<file path="src/rtl/alu_result_scanner.sv">
// -----------------------------------------------------------------------------
// alu_result_scanner
//
// Display stage for the ALU test rig. Captures the 16-bit ALU result and the
// 5-bit flag vector on a strobe and time-multiplexes them onto a 4-digit
// common-anode seven-segment display (hex digits, rightmost = digit 0).
//
// Optional feature: define ALU_SCAN_LEADING_ZERO_BLANK_EN to blank leading
// zero digits on the result page (digit 0 is always shown).
//
// Parameters
//   REFRESH_DIV   clock cycles per digit period (>= 2)
//   BLANK_CYCLES  leading cycles of each digit period with all anodes off
//                 (< REFRESH_DIV)
//
// Ports
//   clock       in   system clock, rising edge
//   reset       in   synchronous, active-high
//   capture     in   one-cycle strobe: result/flags are valid
//   result[15:0] in  ALU output word
//   flags[4:0]  in   ALU flag vector
//   hold        in   level: blocks capture, lights dp on digit 3
//   show_flags  in   level: flags page instead of result page
//   captured    out  one-cycle pulse the cycle after an accepted capture
//   seg_n[7:0]  out  active-low segments {dp,g,f,e,d,c,b,a}
//   an_n[3:0]   out  active-low anodes, an_n[0] = rightmost digit
//   dbg_state   out  FSM state (0 = STARTUP, 1 = SCAN)
//
// Handshake: capture is a valid-only strobe with no ready. A strobe that
// arrives while hold is high is dropped, not deferred.
// -----------------------------------------------------------------------------
module alu_result_scanner #(
  parameter int REFRESH_DIV  = 50000,
  parameter int BLANK_CYCLES = 500
) (
  input  logic        clock,
  input  logic        reset,
  input  logic        capture,
  input  logic [15:0] result,
  input  logic [4:0]  flags,
  input  logic        hold,
  input  logic        show_flags,
  output logic        captured,
  output logic [7:0]  seg_n,
  output logic [3:0]  an_n,
  output logic        dbg_state
);

  localparam int PW = (REFRESH_DIV > 2) ? $clog2(REFRESH_DIV) : 1;
  localparam logic [PW-1:0] TERM      = PW'(REFRESH_DIV - 1);
  localparam logic [PW-1:0] BLANK_END = PW'(BLANK_CYCLES);

  typedef enum logic {
    ST_STARTUP = 1'b0,
    ST_SCAN    = 1'b1
  } state_t;

  state_t        state_q, state_d;
  logic [PW-1:0] presc_q, presc_d;
  logic [1:0]    digit_q, digit_d;
  logic          page_q,  page_d;   // 1 = flags page
  logic [15:0]   res_q;
  logic [4:0]    flg_q;

  logic          tc;
  logic          load;
  logic [3:0]    nib;
  logic          blank;
  logic [7:0]    seg_d;
  logic [3:0]    an_d;

  assign dbg_state = state_q;

  function automatic logic [6:0] hex7(input logic [3:0] v);
    logic [6:0] s;
    s = 7'h7F;
    case (v)
      4'h0: s = 7'h40;
      4'h1: s = 7'h79;
      4'h2: s = 7'h24;
      4'h3: s = 7'h30;
      4'h4: s = 7'h19;
      4'h5: s = 7'h12;
      4'h6: s = 7'h02;
      4'h7: s = 7'h78;
      4'h8: s = 7'h00;
      4'h9: s = 7'h10;
      4'hA: s = 7'h08;
      4'hB: s = 7'h03;
      4'hC: s = 7'h46;
      4'hD: s = 7'h21;
      4'hE: s = 7'h06;
      4'hF: s = 7'h0E;
      default: s = 7'h7F;
    endcase
    return s;
  endfunction

  assign tc   = (presc_q == TERM);
  assign load = capture && !hold;

  // Next-state: prescaler, digit index and page latch.
  always_comb begin
    state_d = state_q;
    presc_d = tc ? '0 : presc_q + 1'b1;
    digit_d = digit_q;
    page_d  = page_q;
    case (state_q)
      ST_STARTUP: begin
        if (tc) begin
          state_d = ST_SCAN;
          digit_d = 2'd0;
          page_d  = show_flags;
        end
      end
      ST_SCAN: begin
        if (tc) begin
          digit_d = digit_q + 2'd1;
          page_d  = show_flags;
        end
      end
      default: begin
        state_d = ST_STARTUP;
        presc_d = '0;
        digit_d = 2'd0;
      end
    endcase
  end

  // Digit source. Uses the upcoming digit/page so the registered outputs line
  // up with the state they describe; uses the current capture register so a
  // new value appears one edge after it is loaded.
  always_comb begin
    nib   = 4'h0;
    blank = 1'b0;
    if (page_d) begin
      case (digit_d)
        2'd0:    nib = flg_q[3:0];
        2'd1:    nib = {3'b000, flg_q[4]};
        default: blank = 1'b1;
      endcase
    end else begin
      case (digit_d)
        2'd0:    nib = res_q[3:0];
        2'd1:    nib = res_q[7:4];
        2'd2:    nib = res_q[11:8];
        default: nib = res_q[15:12];
      endcase
`ifdef ALU_SCAN_LEADING_ZERO_BLANK_EN
      // A digit is a leading zero when it and every digit above it is zero.
      case (digit_d)
        2'd1:    blank = (res_q[15:4]  == 12'h000);
        2'd2:    blank = (res_q[15:8]  == 8'h00);
        2'd3:    blank = (res_q[15:12] == 4'h0);
        default: blank = 1'b0;
      endcase
`endif
    end
  end

  // Output next values.
  always_comb begin
    seg_d = 8'hFF;
    an_d  = 4'hF;
    if (state_d == ST_SCAN && !blank) begin
      seg_d[6:0] = hex7(nib);
      seg_d[7]   = !(digit_d == 2'd3 && hold);
      if (presc_d >= BLANK_END) begin
        an_d = ~(4'b0001 << digit_d);
      end
    end
  end

  always_ff @(posedge clock) begin
    if (reset) begin
      state_q  <= ST_STARTUP;
      presc_q  <= '0;
      digit_q  <= 2'd0;
      page_q   <= 1'b0;
      res_q    <= 16'h0000;
      flg_q    <= 5'h00;
      captured <= 1'b0;
      seg_n    <= 8'hFF;
      an_n     <= 4'hF;
    end else begin
      state_q  <= state_d;
      presc_q  <= presc_d;
      digit_q  <= digit_d;
      page_q   <= page_d;
      captured <= load;
      if (load) begin
        res_q <= result;
        flg_q <= flags;
      end
      seg_n <= seg_d;
      an_n  <= an_d;
    end
  end

endmodule
</file>
<file path="config.mk">
export PLATFORM = sky130hd
export DESIGN_NAME = alu_result_scanner
export DESIGN_NICKNAME = d
export VERILOG_FILES = /design/src/rtl/alu_result_scanner.sv
export SDC_FILE = /design/constraint.sdc
export NUM_CORES = 1
export LEC_CHECK = 0
export CORE_MARGIN = 4
export CORE_UTILIZATION = 45
export DETAILED_ROUTE_END_ITERATION = 7
export DONT_BUFFER_PORTS = 1
export GPL_TIMING_DRIVEN = 0
export HOLD_SLACK_MARGIN = 0.1
export PLACE_DENSITY_LB_ADDON = 0.1
export SLEW_MARGIN = 5
export SYNTH_ARGS = -nofsm -noshare
export SYNTH_HDL_FRONTEND = slang
export SYNTH_SLANG_ARGS = --single-unit
</file>
<file path="constraint.sdc">
create_clock -name clock -period 3.8 [get_ports clock]
set_input_delay 0.76 -clock clock [delete_from_list [all_inputs] [get_ports clock]]
set_output_delay 0.76 -clock clock [all_outputs]
set_load 0.02 [all_outputs]
</file>
# ---- Yosys cells after proc, flatten, opt, wreduce, memory -nomap -nowiden
# Memory sizes are Yosys's and may differ from the RTL's. A register that Yosys moved wholly into a read port is not among the register bits.
# Cells that the tools add are included.
dict set report totals {
  out_inout_bits 14
  mem_bits_rw 0
  mem_count 1
  mem_bits_ro 112
  latch_bits 0
  inputBits 26
  register_bits 54
}
dict set report classes {
  addsub 2
  n_reduce_logical 10
  shifts 1
  mul 0
  div 0
  order_cmp 1
  bitwise_logic 4
  eq_ne 4
  muxes 12
}
# memory depth word_bits rd rd_clocked_by_memory_dff write_ports line
set mem_list {}
lappend mem_list {{(name not given)} 16 7 1 1 0 77} ;# case (v)
# cell n
set ops {}
lappend ops {{adder 16 x 1 -> 16 bit, second input constant} 1}
lappend ops {{== test 16 bit, second input constant} 1}
lappend ops {{>= comparator 16 x 9 -> 1 bit, second input constant} 1}
lappend ops {{2-to-1 mux 16 bit} 1}
lappend ops {{one-hot mux 4 bit (3 select lines)} 1}
lappend ops {{one-hot mux 4 bit (2 select lines)} 1}
lappend ops {{2-to-1 mux 1 bit} 5}
lappend ops {{== test 2 bit, second input constant} 2}
lappend ops {{2-to-1 mux 2 bit} 2}
lappend ops {{2-to-1 mux 4 bit} 1}
lappend ops {{NOT 4 bit} 1}
lappend ops {{one-hot mux 2 bit (2 select lines)} 1}
lappend ops {{OR reduction 2 bit} 2}
lappend ops {{<< shifter 1 x 2 -> 4 bit, first input constant} 1}
lappend ops {{logical AND 1 bit} 3}
lappend ops {{logical NOT 1 bit} 3}
lappend ops {{NOT 1 bit} 3}
lappend ops {{OR reduction 3 bit} 1}
lappend ops {{adder 2 x 1 -> 2 bit, second input constant} 1}
lappend ops {{== test 2 x 1 -> 1 bit, second input constant} 1}
lappend ops {{logical NOT 2 bit} 1}

# ---- Logic depth before layout (Yosys ltp)
# Gate-level depths: netlist of the first run.
dict set report logic_depth {
  ltp_word 11
  depth_mapped 18
  mapped_depth_nobuf 17
}

# ---- Worst setup path after synthesis of the first run
# OpenSTA, ideal clock, no wires.
dict set report synth_path {
  path_type {register to register}
  startpoint {register presc_q[10]}
  endpoint {register seg_n[3]}
  synth_period_minus_slack_ps 3979
  arrival_ps 3843
  setup_slack_ps -179
  path_stages_with_launch 19
  required_time_ps 3663
  cell_sequence {dfxtp_1 buf_4 or3_4 nor4_4 and2_4 inv_4 ha_1 inv_1 mux2i_2 clkbuf_1 nand2_1 a21oi_1 a31o_2 a21o_1 inv_1 ha_1 inv_1 mux4_2 nand2b_1}
}
dict set report synth_via {
  elab_chain_cells 11
}
# element line
set synth_lines {}
lappend synth_lines {{start: declaration} 59} ;# logic [PW-1:0] presc_q, presc_d;
lappend synth_lines {{start signal: assignment} 187} ;# presc_q <= presc_d;
lappend synth_lines {{== test 16 bit *} 99} ;# assign tc = (presc_q == TERM);
lappend synth_lines {{2-to-1 mux 2 bit (on tied branches)} {117, 110}}
lappend synth_lines {{one-hot mux 2 bit (2 select lines)} 108} ;# case (state_q)
lappend synth_lines {{== test 2 x 1 -> 1 bit or logical NOT 2 bit (tied branches)} {137, 143}}
lappend synth_lines {{OR reduction 2 bit (no line)} --}
lappend synth_lines {{2-to-1 mux 1 bit} 137} ;# case (digit_d)
lappend synth_lines {{2-to-1 mux 1 bit} 136} ;# if (page_d) begin
lappend synth_lines {{logical NOT 1 bit} 165} ;# if (state_d == ST_SCAN && !blank) begin
lappend synth_lines {{logical AND 1 bit} 165}
lappend synth_lines {{NOT 1 bit (no line)} --}
lappend synth_lines {{OR reduction 2 bit (no line)} --}
lappend synth_lines {{end: declaration} 44} ;# output logic [7:0] seg_n,
# Mark *: on every way between the ends. The rest lies on a longest branch, timed or not.
# A chain may end at the register's enable or synchronous reset.

# ---- Worst setup path after layout of the first run
dict set report layout_path {
  startpoint {register presc_q[7]}
  endpoint {register seg_n[3]}
}
# Same word-level chain as after synthesis.

==> results.sh, run 1 <==
export IMPL_status="completed"
export IMPL_floorplan_rows=28
export IMPL_headroom_to_the_max_slew_limit_pct=45.3
export IMPL_worst_slack_ns=0.122
export IMPL_die_area_sq_um=7370
export IMPL_post_route_cells_drive_above_1_share_pct=15.3
export IMPL_grt_total_usage_pct=16.3
export IMPL_detailedPlacementHpwl_um=4180
export IMPL_number_of_nets_still_failing_antenna_checks_after_routing=0
export IMPL_timing_rr_start="presc_q[7]$_SDFF_PP0_"
export IMPL_synth_warning_count=0
export IMPL_tritoncts="done"
export IMPL_synth_top_area_share_pct=39.7
export IMPL_cell_at_the_root_of_the_clock_tree="sky130_fd_sc_hd__clkbuf_8"
export IMPL_r2r_setup_slack_ns=0.12
export IMPL_criticalPathCategory="reg -> reg"
export IMPL_worst_r2r_endpoint="seg_n[3]$_SDFF_PP1_"
export IMPL_required_ns=3.97
export IMPL_routed_via_density=5.34
export IMPL_synth_edff_count=0
export IMPL_worst_hold_path_num_cells=2
export IMPL_post_synth_num_cell_types=60
export IMPL_total_switching_power_uw=233
export IMPL_switching_share_pct=23.6
export IMPL_cts_num_sinks=54
export IMPL_report_final_slew_viol_count=0
export IMPL_chipWidth_um=85.8
export IMPL_layout_area_seq_sq_um=1080
export IMPL_antenna_found_initial=0
export IMPL_share_comb_of_total_power_pct=6.8
export IMPL_synth_top_cells_by_count="sky130_fd_sc_hd__dfxtp_1, sky130_fd_sc_hd__nand2_1, sky130_fd_sc_hd__nor2_1"
export IMPL_synth_seq_area_share_pct=39.7
export IMPL_nature_of_the_critical_path_endpoint="register"
export IMPL_worst_setup_slack_post_dpl_ns=-0.389
export IMPL_first_iter_violations=100
export IMPL_synth_net_count=347
export IMPL_crit_family="simple AND/OR/NAND/NOR gates"
export IMPL_synth_largest_area_cell="sky130_fd_sc_hd__dfxtp_1"
export IMPL_synth_async_reset_ratio_pct=0
export IMPL_fin_crit_ns=3.68
export IMPL_synthToLayoutAreaGrowth_pct=10.3
export IMPL_holdPathEnd="res_q[14]$_SDFFE_PP0P_"
export IMPL_multi_input_area_sq_um=1520
export IMPL_final_core_utilization_pct=51.1
export IMPL_clock_path_buffers=2
export IMPL_io_pins=40
export IMPL_synth_cells=313
export IMPL_final_cycle_utilization_of_the_critical_path_pct=96.8
export IMPL_core_area_sq_um=5890
export IMPL_critPathSlowestCell="sky130_fd_sc_hd__mux4_2"
export IMPL_setup_repair_after_global_routing_missed_its_margin="false"
export IMPL_worstHoldPathType="reg -> reg"
export IMPL_delay_contributed_by_the_slowest_stage_of_the_critical_path_ns=0.45
export IMPL_detail_route_first_pass_iterations=4
export IMPL_clkTransAtPathRegs_ns=0.10
export IMPL_timing_critical_path_fanout_max=8
export IMPL_drv_cap=0
export IMPL_total_leakage_power_nw=1.17
export IMPL_cp_num_buf_inv=5
export IMPL_hold_viol=0
export IMPL_cellPowerDensity_nw_per_um2=328
export IMPL_share_clk_of_total_power_pct=33.6
export IMPL_power_internal_uw=753
export IMPL_route_detailed_drc=0
export IMPL_max_clock_freq_mhz=272
export IMPL_via_count_of_the_first_global_routing_pass=1996
export IMPL_postSynthAreaPerCell_sq_um=8.71
export IMPL_cp_start_kind="register"
export IMPL_grt_pass1_wl_um=9650
export IMPL_largest_net_degree_at_the_start_of_global_routing=16
export IMPL_worstHoldStart="res_q[14]$_SDFFE_PP0P_"
export IMPL_post_route_skew_ns=0.00922
export IMPL_share_seq_of_total_power_pct=59.6
export IMPL_ys_top_cells_by_area="sky130_fd_sc_hd__dfxtp_1, sky130_fd_sc_hd__nand2_1, sky130_fd_sc_hd__a21oi_1"
export IMPL_r2r_cells=17
export IMPL_floorplan_initialDensity_pct=46.3
export IMPL_clk_latency_ns=0.31
export IMPL_setup_viol=0
export IMPL_floorplan_die_height_um=85.8
export IMPL_synth_area_sq_um=2730
export IMPL_fillCellCount=578
export IMPL_ctsHtreeMaxLevel=2
export IMPL_ir_drop_mv=0.183
export IMPL_tightest_slew_ns=0.814
export IMPL_port_buffers=0
export IMPL_globalRouteOverflowTotal=0
export IMPL_postSynthRegisterBits=54
export IMPL_place_gp_congestion=0.841
export IMPL_avgRoutedWirePerCell_um=14.2
export IMPL_route_vias_total=2142
export IMPL_drt_wl_total_um=5700
export IMPL_n_antenna_cell=0
export IMPL_path_cells="buf_6, or3_4, nor4_4, and2_4, inv_4, ha_4, inv_2, mux2i_4, buf_6, nand2b_1, a21oi_1, a31o_2, a21o_1, buf_4, ha_1, mux4_2, nand2b_1"
export IMPL_synth_main_ff_cell="sky130_fd_sc_hd__dfxtp_1"
export IMPL_timing_critical_path_arrival_ns=3.85
export IMPL_cts_inserted_buffers=5
export IMPL_num_nets_final=359
[cells by family after synthesis]
logic type	count (synthesis)	share of synthesized area [%]
buffers and inverters	31	5.83
XOR/XNOR	17	5.46
AND/OR/NAND/NOR	133	24.6
flip-flops	54	39.7
adder cells (fa/ha/maj)	8	3.67
AO/OA/AOI/OAI	58	15.3
multiplexers	12	5.46
[worst max-delay path by stage]
| stage | to | start | slack, ns | depth (start not counted) |
|---|---|---|---|---|
| global route | seg_n[3]$_SDFF_PP1_ | presc_q[7]$_SDFF_PP0_ | 0.008 | 17 |
| CTS | seg_n[3]$_SDFF_PP1_ | presc_q[7]$_SDFF_PP0_ | 0.01 | 18 |
| detailed placement | seg_n[3]$_SDFF_PP1_ | presc_q[10]$_SDFF_PP0_ | -0.39 | 18 |
| floorplan | seg_n[3]$_SDFF_PP1_ | presc_q[10]$_SDFF_PP0_ | 0.06 | 18 |
| global placement | seg_n[3]$_SDFF_PP1_ | presc_q[0]$_SDFF_PP0_ | -0.38 | 18 |
| finish | seg_n[3]$_SDFF_PP1_ | presc_q[7]$_SDFF_PP0_ | 0.12 | 17 |
[metrics by stage]
stage | instance area [sq um] | total power [mW] | hold slack [ns] | cells | setup TNS (ns)
2_1_floorplan | 2740 | 0.651 | 0.430 | 313 | 0
4_1_cts | 2950 | 1.00 | 0.463 | 399 | 0
3_5_place_dp | 2830 | 0.667 | 0.448 | 388 | -0.503
5_1_grt | 3010 | 1.04 | 0.484 | 401 | 0
3_3_place_gp | 2830 | 0.666 | 0.443 | 388 | -0.445
6_report | 3010 | 0.986 | 0.460 | 401 | 0
[sequential cells by signal, indices dropped and copies added (netlist names)]
name and cells:
flg_q 5, captured 1, seg_n 8, digit_q 2
an_n 4, presc_q 16, page_q 1, res_q 16
dbg_state 1
[tightest hold or removal path, stage by stage (launching register included)]
cell,delay [ns]
sky130_fd_sc_hd__dfxtp_1,0.32
sky130_fd_sc_hd__nand2_1,0.05
sky130_fd_sc_hd__a21oi_1,0.05
[area by class of cell]
class                      instances  area share [%]
buffer                            17            3.58
inverter                          10            1.33
multi-input combinational        228            50.5
tap                               75            3.12
sequential                        54            36.1
clock inverter                     1           0.167
timing repair buffer               9            2.37
clock buffer                       7            2.87
[power by group through the flow]
stage                     clock [mW]  combinational (mW)  sequential [mW]
after CTS                      0.347              0.0675            0.588
after floorplan                    0              0.0524            0.599
after global placement             0              0.0656            0.600
after global routing           0.371              0.0765            0.590
after detailed placement           0              0.0658            0.601
final                          0.332              0.0671            0.588
[what timing repair did]
item / CTS / global route
hold buffers: 0 / 0
setup buffers: 3 / 6
pin swaps: 0 / 3
resized for setup: 1 / 10
endpoints found under the setup margin: 6 / 4
[cell usage in the layout (no fill, tap or decap), types with 3 or more instances in the layout]
cell type,count
sky130_fd_sc_hd__a21o_1,4
sky130_fd_sc_hd__a21oi_1,27
sky130_fd_sc_hd__and3_1,3
sky130_fd_sc_hd__buf_4,8
sky130_fd_sc_hd__buf_6,6
sky130_fd_sc_hd__clkbuf_1,8
sky130_fd_sc_hd__clkbuf_8,6
sky130_fd_sc_hd__dfxtp_1,52
sky130_fd_sc_hd__ha_1,7
sky130_fd_sc_hd__inv_1,7
sky130_fd_sc_hd__mux2i_1,9
sky130_fd_sc_hd__nand2_1,54
sky130_fd_sc_hd__nand2b_1,3
sky130_fd_sc_hd__nand3_1,9
sky130_fd_sc_hd__nand4_1,5
sky130_fd_sc_hd__nor2_1,28
sky130_fd_sc_hd__nor2b_1,5
sky130_fd_sc_hd__nor3_1,7
sky130_fd_sc_hd__o21ai_0,3
sky130_fd_sc_hd__xnor2_1,10
sky130_fd_sc_hd__xor2_1,7
[metal layers]
metal | part of all wire, % | global-route usage [%]
met5 | 0 | 0
met4 | 0.84 | 3.88
met3 | 5.2 | 4.42
met2 | 43 | 24.2
met1 | 51 | 23.6
Note: power is estimated with default switching activity, not from simulation.
==> inputs of run 2 (changes only) <==
clock period = 4.2 ns   (was 3.8 ns; I/O delays follow)
==> run 2 against run 1 <==
Die area did not move. Fmax down 2.0%. Combinational power shrank 13%. Final area decreased by 1.4%. Non-clock buffer count unchanged. Clock power shrank 6.0%. Routed wire length down 2.0%. Critical path type unchanged.
==> results.sh, run 2 (synthesis gave the netlist of run 1 again) <==
export IMPL_grt_pass1_wl_um=9340
export IMPL_fillCellCount=580
export IMPL_criticalPathCategory="reg -> reg"
export IMPL_setup_repair_after_global_routing_missed_its_margin="false"
export IMPL_layout_area_seq_sq_um=1080
export IMPL_drt_wl_total_um=5590
export IMPL_worstHoldStart="res_q[14]$_SDFFE_PP0P_"
export IMPL_route_detailed_drc=0
export IMPL_r2r_setup_slack_ns=0.45
export IMPL_dp_cells=388
export IMPL_n_antenna_cell=0
export IMPL_num_nets_final=359
export IMPL_cell_at_the_root_of_the_clock_tree="sky130_fd_sc_hd__clkbuf_8"
export IMPL_chipWidth_um=85.8
export IMPL_cellPowerDensity_nw_per_um2=305
export IMPL_timing_rr_start="presc_q[10]$_SDFF_PP0_"
export IMPL_share_comb_of_total_power_pct=6.5
export IMPL_r2r_cells=16
export IMPL_layout_cells_most_common_list="sky130_fd_sc_hd__nand2_1, sky130_fd_sc_hd__dfxtp_1, sky130_fd_sc_hd__nor2_1, sky130_fd_sc_hd__a21oi_1"
export IMPL_timing_critical_path_fanout_max=9
export IMPL_reg_top3="presc_q: 16 flops, res_q: 16 flops, seg_n: 8 flops"
export IMPL_worst_hold_path_num_cells=2
export IMPL_place_gp_congestion=0.807
export IMPL_tightest_slew_ns=0.787
export IMPL_fin_crit_ns=3.75
export IMPL_die_area_sq_um=7370
export IMPL_share_seq_of_total_power_pct=58.9
export IMPL_cts_inserted_buffers=5
export IMPL_first_iter_violations=95
export IMPL_avgRoutedWirePerCell_um=13.9
export IMPL_worst_setup_slack_post_dpl_ns=-0.362
export IMPL_clock_path_buffers=2
export IMPL_post_route_cells_drive_above_1_share_pct=12.9
export IMPL_power_internal_uw=668
export IMPL_synthToLayoutAreaGrowth_pct=8.72
export IMPL_core_area_sq_um=5890
export IMPL_clk_latency_ns=0.32
export IMPL_setup_viol=0
export IMPL_clkTransAtPathRegs_ns=0.11
export IMPL_io_pins=40
export IMPL_detailedPlacementHpwl_um=4100
export IMPL_grt_total_usage_pct=15.9
export IMPL_share_clk_of_total_power_pct=34.6
export IMPL_required_ns=4.40
export IMPL_largest_net_degree_at_the_start_of_global_routing=20
export IMPL_hold_viol=0
export IMPL_cts_num_sinks=54
export IMPL_switching_share_pct=26.0
export IMPL_routed_via_density=5.28
export IMPL_timing_critical_path_arrival_ns=3.95
export IMPL_layoutNonFillerInstCount=401
export IMPL_antenna_found_initial=0
export IMPL_max_clock_freq_mhz=266
export IMPL_via_count_of_the_first_global_routing_pass=1962
export IMPL_finalPower_uw=902
export IMPL_floorplan_initialDensity_pct=46.3
export IMPL_route_vias_total=2116
export IMPL_drv_cap=0
export IMPL_final_core_utilization_pct=50.3
export IMPL_globalRouteOverflowTotal=0
export IMPL_total_switching_power_uw=234
export IMPL_detail_route_first_pass_iterations=4
export IMPL_holdPathEnd="res_q[14]$_SDFFE_PP0P_"
export IMPL_post_route_skew_ns=0.0114
export IMPL_number_of_nets_still_failing_antenna_checks_after_routing=0
export IMPL_port_buffers=0
export IMPL_ctsHtreeMaxLevel=2
export IMPL_ir_drop_mv=0.178
export IMPL_report_final_slew_viol_count=0
export IMPL_status="completed"
export IMPL_worst_r2r_endpoint="seg_n[3]$_SDFF_PP1_"
export IMPL_multi_input_area_sq_um=1490
export IMPL_nature_of_the_critical_path_endpoint="register"
export IMPL_worstHoldPathType="reg -> reg"
export IMPL_floorplan_rows=28
export IMPL_ctsHoldBuffers=0
export IMPL_final_cycle_utilization_of_the_critical_path_pct=89.3
export IMPL_cp_start_kind="register"
export IMPL_total_leakage_power_nw=1.15
export IMPL_worst_slack_ns=0.447
export IMPL_tritoncts="done"
export IMPL_floorplan_die_height_um=85.8
export IMPL_headroom_to_the_max_slew_limit_pct=47.1
## run 2: cell types whose count changed in the layout (fill, tap and decap cells not counted), moves of 2 or more
cell / change
sky130_fd_sc_hd__dfxtp_1: +2
sky130_fd_sc_hd__dfxtp_2: -2
sky130_fd_sc_hd__inv_2: -2
sky130_fd_sc_hd__buf_6: -2
sky130_fd_sc_hd__inv_1: +2
sky130_fd_sc_hd__clkbuf_1: +2
## run 2: metal layers
layer,wire length [um],track usage (%)
met1,2930,22.3
met2,2300,23.2
met3,296,5.28
met4,68,4.75
met5,0,0
## run 2: power by group through the flow
stage	clock network [mW]	logic (mW)	registers (mW)
global route	0.338	0.0678	0.533
global placement	0	0.0588	0.543
detailed placement	0	0.0587	0.543
CTS	0.317	0.0590	0.532
floorplan	0	0.0474	0.542
finish	0.312	0.0586	0.532
## run 2: critical path: stages, from the launching register on
cell and delay (ns):
sky130_fd_sc_hd__dfxtp_1 0.31, sky130_fd_sc_hd__buf_4 0.16, sky130_fd_sc_hd__or3_4 0.37, sky130_fd_sc_hd__nor4_4 0.28
sky130_fd_sc_hd__and2_4 0.23, sky130_fd_sc_hd__inv_4 0.06, sky130_fd_sc_hd__ha_1 0.26, sky130_fd_sc_hd__inv_1 0.05
sky130_fd_sc_hd__mux2i_4 0.24, sky130_fd_sc_hd__buf_4 0.18, sky130_fd_sc_hd__mux4_2 0.33, sky130_fd_sc_hd__a21o_1 0.24
sky130_fd_sc_hd__inv_1 0.13, sky130_fd_sc_hd__ha_1 0.16, sky130_fd_sc_hd__inv_1 0.05, sky130_fd_sc_hd__mux4_2 0.42
sky130_fd_sc_hd__nand2b_1 0.14
## run 2: how the worst max path moves through the flow
| stage | start | to | slack (ns) | depth (start not counted) |
|---|---|---|---|---|
| after global placement | presc_q[10]$_SDFF_PP0_ | seg_n[3]$_SDFF_PP1_ | -0.33 | 18 |
| after detailed placement | presc_q[10]$_SDFF_PP0_ | seg_n[3]$_SDFF_PP1_ | -0.36 | 18 |
| after global routing | presc_q[3]$_SDFF_PP0_ | seg_n[3]$_SDFF_PP1_ | 0.14 | 17 |
| final | presc_q[10]$_SDFF_PP0_ | seg_n[3]$_SDFF_PP1_ | 0.45 | 16 |
| after floorplan | presc_q[10]$_SDFF_PP0_ | seg_n[3]$_SDFF_PP1_ | 0.22 | 18 |
| after CTS | presc_q[10]$_SDFF_PP0_ | seg_n[3]$_SDFF_PP1_ | 0.12 | 17 |
## run 2: final cells by class
class / instances / area share (%)
multi-input cells: 228 / 50.4
inverters: 10 / 1.35
well taps: 75 / 3.17
plain buffers: 20 / 3.89
clock buffers: 5 / 2.32
clock inverters: 3 / 0.845
flip-flops and latches: 54 / 36.5
repair buffers: 6 / 1.52
## run 2: what timing repair did
item                       CTS  global route
resized for setup            1             0
buffers inserted             0             6
setup endpoints to repair    7             1
## run 2: through the flow
step / hold slack (ns) / setup TNS [ns] / cell area, sq um
6_report: 0.460 / 0 / 2960
5_1_grt: 0.485 / 0 / 2960
4_1_cts: 0.462 / 0 / 2920
3_5_place_dp: 0.446 / -0.423 / 2820
3_3_place_gp: 0.443 / -0.334 / 2820
2_1_floorplan: 0.430 / 0 / 2730
==> inputs of run 3 (changes only) <==
BUFFER_PORTS_ARGS = -buffer_cell sky130_fd_sc_hd__buf_2   (was not set)
DONT_BUFFER_PORTS = not set   (was 1)
==> run 3 against run 2 <==
Clock power decreased by 4%. Critical path type unchanged. Worst hold slack better by 0.00082 ns. Clock-buffer cell count is 2 higher. Register-to-register slack worse by 0.06 ns.
==> results.sh, run 3 (synthesis gave the netlist of run 1 again) <==
export IMPL_timing_critical_path_fanout_max=9
export IMPL_final_design_area_no_fill_sq_um=3150
export IMPL_floorplan_die_height_um=85.8
export IMPL_total_leakage_power_nw=1.29
export IMPL_total_switching_power_uw=214
export IMPL_path_cells="buf_4, or3_4, nor4_4, and2_4, inv_4, ha_1, inv_1, mux2i_4, buf_12, nand2b_1, a21oi_1, a31o_2, a21o_1, inv_1, ha_1, inv_1, mux4_2, nand2b_1"
export IMPL_share_comb_of_total_power_pct=8.0
export IMPL_avgRoutedWirePerCell_um=13.0
export IMPL_setup_repair_after_global_routing_missed_its_margin="false"
export IMPL_floorplan_initialDensity_pct=46.3
export IMPL_detailroute_wirelength_met2_um=2460
export IMPL_wl_met3_um=278
export IMPL_routedLengthMet1_um=2860
export IMPL_io_pins=40
export IMPL_detailedPlacementHpwl_um=4290
export IMPL_share_clk_of_total_power_pct=33.1
export IMPL_worst_setup_slack_post_dpl_ns=-0.449
export IMPL_number_of_nets_still_failing_antenna_checks_after_routing=0
export IMPL_first_iter_violations=99
export IMPL_layout_area_seq_sq_um=1080
export IMPL_antenna_found_initial=0
export IMPL_delay_contributed_by_the_slowest_stage_of_the_critical_path_ns=0.44
export IMPL_ctsHtreeMaxLevel=2
export IMPL_cp_start_kind="register"
export IMPL_timing_critical_path_mode_cell="sky130_fd_sc_hd__inv_1"
export IMPL_drt_wl_total_um=5680
export IMPL_core_area_sq_um=5890
export IMPL_cts_inserted_buffers=5
export IMPL_cell_at_the_root_of_the_clock_tree="sky130_fd_sc_hd__clkbuf_8"
export IMPL_tightest_slew_ns=0.785
export IMPL_largest_net_degree_at_the_start_of_global_routing=20
export IMPL_max_clock_freq_mhz=262
export IMPL_route_detailed_drc=0
export IMPL_reg_top3="presc_q: 16 flops, res_q: 16 flops, seg_n: 8 flops"
export IMPL_worst_r2r_endpoint="seg_n[3]$_SDFF_PP1_"
export IMPL_multi_input_area_sq_um=1490
export IMPL_grt_pass1_wl_um=9780
export IMPL_worst_setup_path_startpoint="presc_q[10]$_SDFF_PP0_"
export IMPL_placement_cell_area_sq_um=3010
export IMPL_clkTransAtPathRegs_ns=0.10
export IMPL_hold_viol=0
export IMPL_crit_path_capture="seg_n[3]$_SDFF_PP1_"
export IMPL_cts_num_sinks=54
export IMPL_n_antenna_cell=0
export IMPL_drv_cap=0
export IMPL_ir_drop_mv=0.131
export IMPL_share_seq_of_total_power_pct=58.8
export IMPL_critPathSlowestCell="sky130_fd_sc_hd__mux4_2"
export IMPL_route_vias_total=2223
export IMPL_chipWidth_um=85.8
export IMPL_clock_path_buffers=2
export IMPL_r2r_cells=18
export IMPL_tritoncts="done"
export IMPL_place_gp_congestion=0.789
export IMPL_synthToLayoutAreaGrowth_pct=15.7
export IMPL_nature_of_the_critical_path_endpoint="register"
export IMPL_post_route_skew_ns=0.00688
export IMPL_finalPower_uw=902
export IMPL_worstHoldPathType="reg -> reg"
export IMPL_clk_latency_ns=0.31
export IMPL_num_nets_final=396
export IMPL_fin_crit_ns=3.81
export IMPL_timing_rr_start="presc_q[10]$_SDFF_PP0_"
export IMPL_post_route_cells_drive_above_1_share_pct=21.5
export IMPL_port_buffers=39
export IMPL_layoutNonFillerInstCount=438
export IMPL_report_final_slew_viol_count=0
export IMPL_status="completed"
export IMPL_criticalPathCategory="reg -> reg"
export IMPL_die_area_sq_um=7370
export IMPL_worst_slack_ns=0.385
export IMPL_headroom_to_the_max_slew_limit_pct=47.3
export IMPL_setup_viol=0
export IMPL_floorplan_rows=28
export IMPL_cellPowerDensity_nw_per_um2=286
export IMPL_switching_share_pct=23.7
export IMPL_via_count_of_the_first_global_routing_pass=2099
export IMPL_routed_via_density=5.08
export IMPL_final_cycle_utilization_of_the_critical_path_pct=90.8
export IMPL_fillCellCount=558
export IMPL_grt_total_usage_pct=16.4
export IMPL_globalRouteOverflowTotal=0
export IMPL_timing_critical_path_arrival_ns=3.99
export IMPL_layout_cells_most_common_list="sky130_fd_sc_hd__nand2_1, sky130_fd_sc_hd__dfxtp_1, sky130_fd_sc_hd__buf_2, sky130_fd_sc_hd__nor2_1, sky130_fd_sc_hd__a21oi_1"
export IMPL_power_internal_uw=689
export IMPL_r2r_setup_slack_ns=0.39
export IMPL_detail_route_first_pass_iterations=4
export IMPL_dp_cells=427
export IMPL_top_layer_used="met4"
export IMPL_required_ns=4.38
## run 3: cell type report
cell class              instances  share of cell area, %
plain buffers                  20                   3.65
clock buffers                   7                   2.74
clock inverters                 1                  0.159
inverters                      10                   1.27
multi-input cells             228                   47.4
flip-flops and latches         54                   34.3
well taps                      75                   2.98
repair buffers                 43                   7.54
## run 3: worst min-delay path by stage
stage,start,endpoint,slack [ns],cells past startpoint
after floorplan,presc_q[0]$_SDFF_PP0_,presc_q[0]$_SDFF_PP0_,0.43,1
after global placement,presc_q[0]$_SDFF_PP0_,presc_q[0]$_SDFF_PP0_,0.44,1
after detailed placement,res_q[11]$_SDFFE_PP0P_,res_q[11]$_SDFFE_PP0P_,0.45,2
after CTS,res_q[11]$_SDFFE_PP0P_,res_q[11]$_SDFFE_PP0P_,0.46,2
after global routing,flg_q[1]$_SDFFE_PP0P_,flg_q[1]$_SDFFE_PP0P_,0.48,2
final,res_q[7]$_SDFFE_PP0P_,res_q[7]$_SDFFE_PP0P_,0.46,2
## run 3: power groups by stage
stage | Sequential (mW) | Combinational [mW] | Clock [mW]
global route | 0.533 | 0.0826 | 0.334
detailed placement | 0.543 | 0.0728 | 0
CTS | 0.531 | 0.0732 | 0.313
global placement | 0.543 | 0.0721 | 0
finish | 0.531 | 0.0726 | 0.299
floorplan | 0.542 | 0.0474 | 0
## run 3: stage by stage
stage	utilization [%]	setup TNS, ns	hold slack [ns]
after global placement	51.2	-0.380	0.443
after CTS	52.8	0	0.462
after floorplan	-	0	0.430
after detailed placement	51.2	-0.753	0.448
final	53.6	0	0.461
after global routing	53.6	0	0.479
## run 3: routing by layer
metal / track usage (%) / vias up
met1: 22.0 / 999
met5: 0 / -
li1: - / 1176
met3: 3.55 / 6
met2: 26.0 / 42
met4: 5.90 / 0
## run 3: repair_timing
action | in CTS | in global routing
endpoints found under the setup margin | 7 | 1
hold endpoints to repair | 0 | 0
buffers inserted | 0 | 4
gates cloned | 0 | 0
gates resized for setup | 1 | 0
hold buffers | 0 | 0
## run 3: critical path: cells and delay by family, from the launching register on
kind,cells,cell delay (ns)
AND/OR/NAND/NOR,5,1.18
buffers and inverters,6,0.62
adder cells (fa/ha/maj),2,0.58
multiplexers,2,0.54
AO/OA/AOI/OAI,3,0.47
flip-flops,1,0.31
